--- config.mk ---
export PLATFORM = sky130hd
export DESIGN_NAME = plant_ctrl_array
export DESIGN_NICKNAME = d
export VERILOG_FILES = /design/src/rtl/plant_pkg.sv /design/src/rtl/plant_channel.sv /design/src/rtl/plant_ctrl_array.sv
export SDC_FILE = /design/constraint.sdc
export NUM_CORES = 1
export LEC_CHECK = 0
export ABC_AREA = 1
export CAP_MARGIN = 20
export CORE_ASPECT_RATIO = 1.25
export CORE_UTILIZATION = 30
export DETAILED_ROUTE_END_ITERATION = 6
export PLACE_DENSITY = 0.56
export SETUP_SLACK_MARGIN = 0.15
export SKIP_LAST_GASP = 1
export SYNTH_ARGS = -nofsm -noshare
export SYNTH_HDL_FRONTEND = slang
export SYNTH_SLANG_ARGS = --single-unit
--- constraint.sdc ---
create_clock -name wb_clk_i -period 1.9 [get_ports wb_clk_i]
set_input_delay 0.475 -clock wb_clk_i [delete_from_list [all_inputs] [get_ports wb_clk_i]]
set_output_delay 0.475 -clock wb_clk_i [all_outputs]
set_load 0.02 [all_outputs]
--- src/rtl/plant_pkg.sv ---
// -----------------------------------------------------------------------------
// plant_pkg
//   Shared types and io-field layout for the plant controller array.
//   - plant_state_e : per-channel controller state.
//   - FLD_*         : io field indices. Inputs use the first three, outputs the
//                     last three. Each field is NCH bits wide.
//   - *_base()      : first io bit of a field for a given channel count.
// -----------------------------------------------------------------------------
package plant_pkg;

   typedef enum logic [2:0] {
      IDLE  = 3'd0,
      RUN   = 3'd1,
      HOLD  = 3'd2,
      DONE  = 3'd3,
      FAULT = 3'd4
   } plant_state_e;

   // Inside a channel, the first three indices also select the bit of the
   // packed {fault, stop, start} input vector.
   localparam int FLD_START = 0;
   localparam int FLD_STOP  = 1;
   localparam int FLD_FAULT = 2;
   localparam int FLD_RUN   = 3;
   localparam int FLD_DONE  = 4;
   localparam int FLD_ALARM = 5;
   localparam int IO_FIELDS = 6;

   function automatic int field_base(input int nch, input int fld);
      return fld * nch;
   endfunction

   function automatic int start_base(input int nch);
      return field_base(nch, FLD_START);
   endfunction

   function automatic int stop_base(input int nch);
      return field_base(nch, FLD_STOP);
   endfunction

   function automatic int fault_base(input int nch);
      return field_base(nch, FLD_FAULT);
   endfunction

   function automatic int run_base(input int nch);
      return field_base(nch, FLD_RUN);
   endfunction

   function automatic int done_base(input int nch);
      return field_base(nch, FLD_DONE);
   endfunction

   function automatic int alarm_base(input int nch);
      return field_base(nch, FLD_ALARM);
   endfunction

endpackage

--- src/rtl/plant_channel.sv ---
// -----------------------------------------------------------------------------
// plant_channel
//   One plant controller channel: 2-flop synchroniser and debounce filter on
//   start/stop/fault, then a run-timer FSM (IDLE/RUN/HOLD/DONE/FAULT).
//   Optional HOLD watchdog under macro PLANT_WATCHDOG_EN: HOLD_TO cycles in
//   HOLD force FAULT. Without the macro HOLD persists indefinitely.
// Ports
//   clk_i    : clock
//   rst_ni   : synchronous active-low reset
//   en_i     : channel enable (already combined with the global enable)
//   start_i  : raw asynchronous start (rising edge of filtered value acts)
//   stop_i   : raw asynchronous stop  (level)
//   fault_i  : raw asynchronous fault (level)
//   run_o    : state == RUN
//   done_o   : state == DONE
//   alarm_o  : state == FAULT
// -----------------------------------------------------------------------------
module plant_channel
   import plant_pkg::*;
#(
   parameter int CNT_W     = 8,
   parameter int RUN_TICKS = 100,
   parameter int DEB_LEN   = 3,
   parameter int HOLD_TO   = 64
) (
   input  logic clk_i,
   input  logic rst_ni,
   input  logic en_i,
   input  logic start_i,
   input  logic stop_i,
   input  logic fault_i,
   output logic run_o,
   output logic done_o,
   output logic alarm_o
);

   localparam int               DEB_W    = (DEB_LEN > 1) ? $clog2(DEB_LEN) : 1;
   localparam logic [DEB_W-1:0] DEB_MAX  = DEB_W'(DEB_LEN - 1);
   localparam logic [CNT_W-1:0] RUN_LOAD = CNT_W'(RUN_TICKS - 1);

   if (DEB_LEN < 1) begin : g_bad_deb_len
      $error("plant_channel: DEB_LEN must be >= 1");
   end
   if ((RUN_TICKS < 1) || (RUN_TICKS >= (1 << CNT_W))) begin : g_bad_run_ticks
      $error("plant_channel: RUN_TICKS must be in 1..2**CNT_W-1");
   end
   if (HOLD_TO < 1) begin : g_bad_hold_to
      $error("plant_channel: HOLD_TO must be >= 1");
   end

   // ---------------------------------------------------------------- filter
   logic [2:0]       raw_in;
   logic [2:0]       sync1_q;
   logic [2:0]       sync2_q;
   logic [2:0]       filt_q;
   logic [DEB_W-1:0] deb_cnt_q [3];
   logic             start_prev_q;

   assign raw_in = {fault_i, stop_i, start_i};

   // The filtered value flips once DEB_LEN consecutive synchronised samples
   // disagree with it; any agreeing sample restarts the count.
   always_ff @(posedge clk_i) begin
      // NOTE: state registers use non-blocking assignments so every flop
      // samples the pre-edge values, whatever order the statements are in.
      if (!rst_ni) begin
         sync1_q      <= '0;
         sync2_q      <= '0;
         filt_q       <= '0;
         start_prev_q <= 1'b0;
         // NOTE: this small counter array is control state, not storage, so
         // it is reset like any other register; large data memories are not.
         for (int i = 0; i < 3; i++) begin
            deb_cnt_q[i] <= '0;
         end
      end else begin
         sync1_q      <= raw_in;
         sync2_q      <= sync1_q;
         start_prev_q <= filt_q[FLD_START];
         for (int i = 0; i < 3; i++) begin
            if (sync2_q[i] == filt_q[i]) begin
               deb_cnt_q[i] <= '0;
            end else if (deb_cnt_q[i] == DEB_MAX) begin
               filt_q[i]    <= sync2_q[i];
               deb_cnt_q[i] <= '0;
            end else begin
               deb_cnt_q[i] <= deb_cnt_q[i] + DEB_W'(1);
            end
         end
      end
   end

   logic start_edge;
   logic start_lvl;
   logic stop_lvl;
   logic fault_lvl;

   assign start_lvl  = filt_q[FLD_START];
   assign stop_lvl   = filt_q[FLD_STOP];
   assign fault_lvl  = filt_q[FLD_FAULT];
   assign start_edge = start_lvl & ~start_prev_q;

   // ------------------------------------------------------------------- FSM
   plant_state_e     state_q, state_d;
   logic [CNT_W-1:0] timer_q, timer_d;

`ifdef PLANT_WATCHDOG_EN
   localparam int                HOLD_W   = (HOLD_TO > 1) ? $clog2(HOLD_TO) : 1;
   localparam logic [HOLD_W-1:0] HOLD_MAX = HOLD_W'(HOLD_TO - 1);
   logic [HOLD_W-1:0] hold_cnt_q, hold_cnt_d;
`endif

   always_ff @(posedge clk_i) begin
      if (!rst_ni) begin
         state_q    <= IDLE;
         timer_q    <= '0;
`ifdef PLANT_WATCHDOG_EN
         hold_cnt_q <= '0;
`endif
      end else begin
         state_q    <= state_d;
         timer_q    <= timer_d;
`ifdef PLANT_WATCHDOG_EN
         hold_cnt_q <= hold_cnt_d;
`endif
      end
   end

   always_comb begin
      // NOTE: every variable gets a default before the case so that no path
      // leaves it unassigned, which would infer a latch.
      state_d    = state_q;
      timer_d    = timer_q;
`ifdef PLANT_WATCHDOG_EN
      hold_cnt_d = hold_cnt_q;
`endif
      case (state_q)
         IDLE: begin
            if (start_edge && en_i) begin
               state_d = RUN;
               timer_d = RUN_LOAD;
            end
         end
         RUN: begin
            if (fault_lvl) begin
               state_d = FAULT;
            end else if (!en_i) begin
               state_d = IDLE;
            end else if (stop_lvl) begin
               // The RUN cycle that sees stop still consumes its tick, so
               // RUN time before and after HOLD adds up to RUN_TICKS. The
               // timer saturates at 0 rather than wrapping.
               state_d = HOLD;
               timer_d = (timer_q == '0) ? '0 : timer_q - CNT_W'(1);
`ifdef PLANT_WATCHDOG_EN
               hold_cnt_d = '0;
`endif
            end else if (timer_q == '0) begin
               state_d = DONE;
            end else begin
               timer_d = timer_q - CNT_W'(1);
            end
         end
         HOLD: begin
            if (fault_lvl) begin
               state_d = FAULT;
            end else if (!en_i) begin
               state_d = IDLE;
            end else if (start_edge && !stop_lvl) begin
               state_d = RUN;
            end
`ifdef PLANT_WATCHDOG_EN
            else if (hold_cnt_q == HOLD_MAX) begin
               state_d = FAULT;
            end else begin
               hold_cnt_d = hold_cnt_q + HOLD_W'(1);
            end
`else
            // No watchdog: HOLD waits for start, disable or fault.
`endif
         end
         DONE: begin
            if (fault_lvl) begin
               state_d = FAULT;
            end else if (!start_lvl) begin
               state_d = IDLE;
            end
         end
         FAULT: begin
            // Sticky and independent of enable; needs an explicit stop once
            // the fault has cleared.
            if (!fault_lvl && stop_lvl) begin
               state_d = IDLE;
            end
         end
         default: state_d = IDLE;
      endcase
   end

   assign run_o   = (state_q == RUN);
   assign done_o  = (state_q == DONE);
   assign alarm_o = (state_q == FAULT);

endmodule

--- src/rtl/plant_ctrl_array.sv ---
// -----------------------------------------------------------------------------
// plant_ctrl_array
//   NCH independent plant controller channels mapped onto the io bus.
//   Optional HOLD watchdog in every channel under macro PLANT_WATCHDOG_EN.
// Ports
//   wb_clk_i : clock
//   wb_rst_i : synchronous active-low reset
//   wbs_we_i : global enable, ANDed with every chan_en bit
//   chan_en  : per-channel enable
//   io_in    : [ch]=start, [NCH+ch]=stop, [2NCH+ch]=fault
//   io_out   : [3NCH+ch]=run, [4NCH+ch]=done, [5NCH+ch]=alarm, others 0
//   io_oeb   : constant; outputs enabled (0) on [6NCH-1:3NCH] only
// -----------------------------------------------------------------------------
module plant_ctrl_array
   import plant_pkg::*;
#(
   parameter int NCH       = 4,
   parameter int IO_W      = 38,
   parameter int CNT_W     = 8,
   parameter int RUN_TICKS = 100,
   parameter int DEB_LEN   = 3,
   parameter int HOLD_TO   = 64
) (
   input  logic            wb_clk_i,
   input  logic            wb_rst_i,
   input  logic            wbs_we_i,
   input  logic [NCH-1:0]  chan_en,
   input  logic [IO_W-1:0] io_in,
   output logic [IO_W-1:0] io_out,
   output logic [IO_W-1:0] io_oeb
);

   localparam int START_B = start_base(NCH);
   localparam int STOP_B  = stop_base(NCH);
   localparam int FAULT_B = fault_base(NCH);
   localparam int RUN_B   = run_base(NCH);
   localparam int DONE_B  = done_base(NCH);
   localparam int ALARM_B = alarm_base(NCH);
   localparam int USED_W  = IO_FIELDS * NCH;

   if (USED_W > IO_W) begin : g_bad_io_w
      $error("plant_ctrl_array: 6*NCH must not exceed IO_W");
   end

   logic [NCH-1:0] run;
   logic [NCH-1:0] done;
   logic [NCH-1:0] alarm;

   for (genvar ch = 0; ch < NCH; ch++) begin : g_ch
      plant_channel #(
         .CNT_W     (CNT_W),
         .RUN_TICKS (RUN_TICKS),
         .DEB_LEN   (DEB_LEN),
         .HOLD_TO   (HOLD_TO)
      ) u_chan (
         .clk_i   (wb_clk_i),
         .rst_ni  (wb_rst_i),
         .en_i    (chan_en[ch] & wbs_we_i),
         .start_i (io_in[START_B+ch]),
         .stop_i  (io_in[STOP_B+ch]),
         .fault_i (io_in[FAULT_B+ch]),
         .run_o   (run[ch]),
         .done_o  (done[ch]),
         .alarm_o (alarm[ch])
      );
   end

   always_comb begin
      io_out = '0;
      for (int ch = 0; ch < NCH; ch++) begin
         io_out[RUN_B+ch]   = run[ch];
         io_out[DONE_B+ch]  = done[ch];
         io_out[ALARM_B+ch] = alarm[ch];
      end
   end

   // Input field bits drive inputs (1), output field bits drive out (0),
   // the unused upper bits stay as inputs.
   for (genvar i = 0; i < IO_W; i++) begin : g_oeb
      assign io_oeb[i] = (i < RUN_B) || (i >= USED_W);
   end

   // Pins above the input fields are not inputs of this block.
   logic unused_io_in;
   assign unused_io_in = ^io_in[IO_W-1:RUN_B];

endmodule
==> flow_metrics.tcl <==
set metrics [dict create \
    port_buffers 30 \
    hp-class "reg2reg" \
    finalSetupViolations 0 \
    antenna_cells 0 \
    p_int_w 0.00484 \
    cts_max_level 3 \
    placed_cell_area_sq_um 6690 \
    grt_pass1_wl_mm 19.7 \
    wl_per_cell_um 9.40 \
    crit_type "reg2out" \
    dieArea_sq_um 21000 \
    track_usage_pct 11.7 \
    finalCritPeriodShare_pct 89.6 \
    rsz0062_at_grt "true" \
    cp.required_ns 1.42 \
    reg2reg_from "g_ch[3].u_chan.timer_q[0]" \
    pwr-share-seq_pct 36.5 \
    antenna_found_initial 0 \
    cts_tree "built" \
    pwr-share-clk_pct 21.7 \
    grt_pass1_vias 4549 \
    first_pass_iters 7 \
    ys_warn_count 0 \
    min_period_ns 1.70 \
    netSwitchingFraction_pct 39.5 \
    tns_ns 0 \
    drt-total-wl_mm 11.3 \
    switchingPower_w 0.00316 \
    combPwrFrac_pct 41.8 \
    cts.sinks 108 \
    nFillCells 2223 \
    holdCritStartpoint "g_ch[1].u_chan.sync1_q[1]" \
    outcome "finished with violations" \
    finalNetCount 997 \
    drt_iter0_markers 171 \
    slew_viol_final 0 \
    final_common_cell "nand2_1" \
    most-common-layout-cells "167 x nand2_1, 129 x nor2_1, 128 x inv_1" \
    dpl.hpwl_mm 8.15 \
    grt_max_degree 75 \
    ys_seq_elements 108 \
    cp_max_fo 5 \
    syn_to_final_growth_pct 13.7 \
    yosysUniqueCellTypes 31 \
    via_per_inst 4.13 \
    stdcell_area_sq_um 6950 \
    leakagePower_nw 3.42 \
    ant_nets 0 \
    start_util_pct 30.5 \
    synthesis.area_sq_um 6110 \
    violations "DRC" \
    dieHeight_um 162 \
    maxCapViolCount 0 \
    hold_violations 0 \
    postCtsSetupBuffers 0 \
    place_congestion 0.811 \
    power_density_nw_per_um2 1150 \
    grt-ovfl-total 0 \
    rows 58 \
    drive_gt1_share_pct 9.71 \
    numCtsBuffers 9 \
    critPathCaptureType "output pin" \
    avgSynthCellArea_sq_um 7.07 \
    io_pins 121 \
    peakVddDrop_v 0.000459 \
    yosysSeqAreaShare_pct 39.3 \
    clk_pin_slew_ns 0.07 \
    clk_latency_ns 0.35 \
    core_area_sq_um 20000 \
    critPathLaunchType "flop" \
    worstPathArrival_ns 1.23 \
    cts_root_buf "clkbuf_16" \
    clock_path_buffers 2 \
    via_count 4985 \
    cp-startpoint "g_ch[1].u_chan.state_q[1]" \
    die_w_um 130 \
    drc 1 \
    fmax_ghz 0.587 \
    netlist_instances 865 \
    skew_ns 0.0110 \
]
==> Yosys cell counts <==
cell type	number	area [sq um]
a211oi_1	4	30.0
a21oi_1	50	250
a21oi_2	1	8.76
buf_1	2	7.51
buf_2	4	20.0
buf_4	79	593
clkbuf_1	6	22.5
conb_1	2	7.51
dfxtp_1	84	1680
edfxtp_1	24	721
ha_1	20	250
inv_1	131	492
inv_2	2	7.51
nand2_1	168	631
nand2_2	5	31.3
nand2_4	2	22.5
nand3_1	65	325
nand3b_1	3	22.5
nand4_1	6	37.5
nor2_1	135	507
nor2_2	5	31.3
nor2_4	1	11.3
nor3_1	4	20.0
o211ai_1	8	60.1
o21ai_0	32	160
o21ai_1	5	25.0
o31ai_1	2	15.0
or2_1	1	6.26
or2_2	3	18.8
xnor2_1	6	52.6
xor2_1	5	43.8
==> power by group through the flow <==
| stage | registers, W | logic [W] | clock network, W |
|---|---|---|---|
| floorplan | 0.00289 | 0.00277 | 0 |
| global placement | 0.00295 | 0.00332 | 0 |
| detailed placement | 0.00295 | 0.00335 | 0 |
| CTS | 0.00290 | 0.00338 | 0.00183 |
| global route | 0.00297 | 0.00392 | 0.00189 |
| finish | 0.00292 | 0.00335 | 0.00174 |
==> timing repair <==
item,4_1_cts,5_1_grt
resized for setup,45,18
gates cloned,1,0
setup endpoints to repair,16,9
hold buffers,0,0
pin swaps,2,0
==> path summary, 6_finish.rpt <==
kind	to	slack, ns	cells past startpoint
worst max-delay path	io_out[13]	0.20	4
worst min-delay path	g_ch[1].u_chan.sync2_q[1]	0.41	2
worst max register to register	g_ch[3].u_chan.timer_q[1]	0.33	9
worst min register to register	g_ch[1].u_chan.sync2_q[1]	0.41	2
==> critical path: stages (launching register included) <==
cell	delay [ns]
dfxtp_1	0.36
nor2_2	0.14
nand2_1	0.10
inv_2	0.10
clkbuf_2	0.17
==> sequential cells by signal (all words and copies together), names as in the netlist <==
signal                    cells
g_ch.u_chan.start_prev_q      4
g_ch.u_chan.sync1_q          12
g_ch.u_chan.sync2_q          12
g_ch.u_chan.state_q          12
g_ch.u_chan.deb_cnt_q        24
g_ch.u_chan.timer_q          32
g_ch.u_chan.filt_q           12
==> per-stage QoR <==
step	hold slack, ns	utilization [%]	total power [W]	setup WS [ns]	cells
floorplan	0.390	-	0.00566	0.409	951
global placement	0.392	33.4	0.00626	-0.232	1190
detailed placement	0.395	33.4	0.00630	-0.249	1190
CTS	0.413	34.7	0.00811	-0.0441	1207
global route	0.436	34.7	0.00878	0.109	1207
finish	0.411	34.7	0.00800	0.197	1207
==> logic make-up (layout without fill, tap and decap cells) <==
logic type               Yosys count  in the layout  share of synthesized area [%]
AO/OA/AOI/OAI                    102            102                           8.99
adder cells (fa/ha/maj)           20             20                           4.09
AND/OR/NAND/NOR                  398            399                           27.2
XOR/XNOR                          11             11                           1.58
other                              2             88                          0.123
flip-flops                       108            108                           39.3
buffers and inverters            224            209                           18.7
==> area by class of cell <==
class | instances | area (sq um) | share of cell area [%]
clock buffers | 14 | 254 | 3.66
clock inverters | 2 | 12.5 | 0.180
inverters | 133 | 499 | 7.19
multi-input cells | 620 | 2930 | 42.2
flip-flops and latches | 108 | 2410 | 34.7
well taps | 270 | 338 | 4.86
repair buffers | 60 | 505 | 7.28
==> routing by layer <==
metal / global-route usage, % / wire length, um
met1: 13.2 / 5090
met2: 21.2 / 5680
met3: 1.72 / 361
met4: 5.66 / 220
met5: 0 / 0
Power figures use the tool's default switching activity.
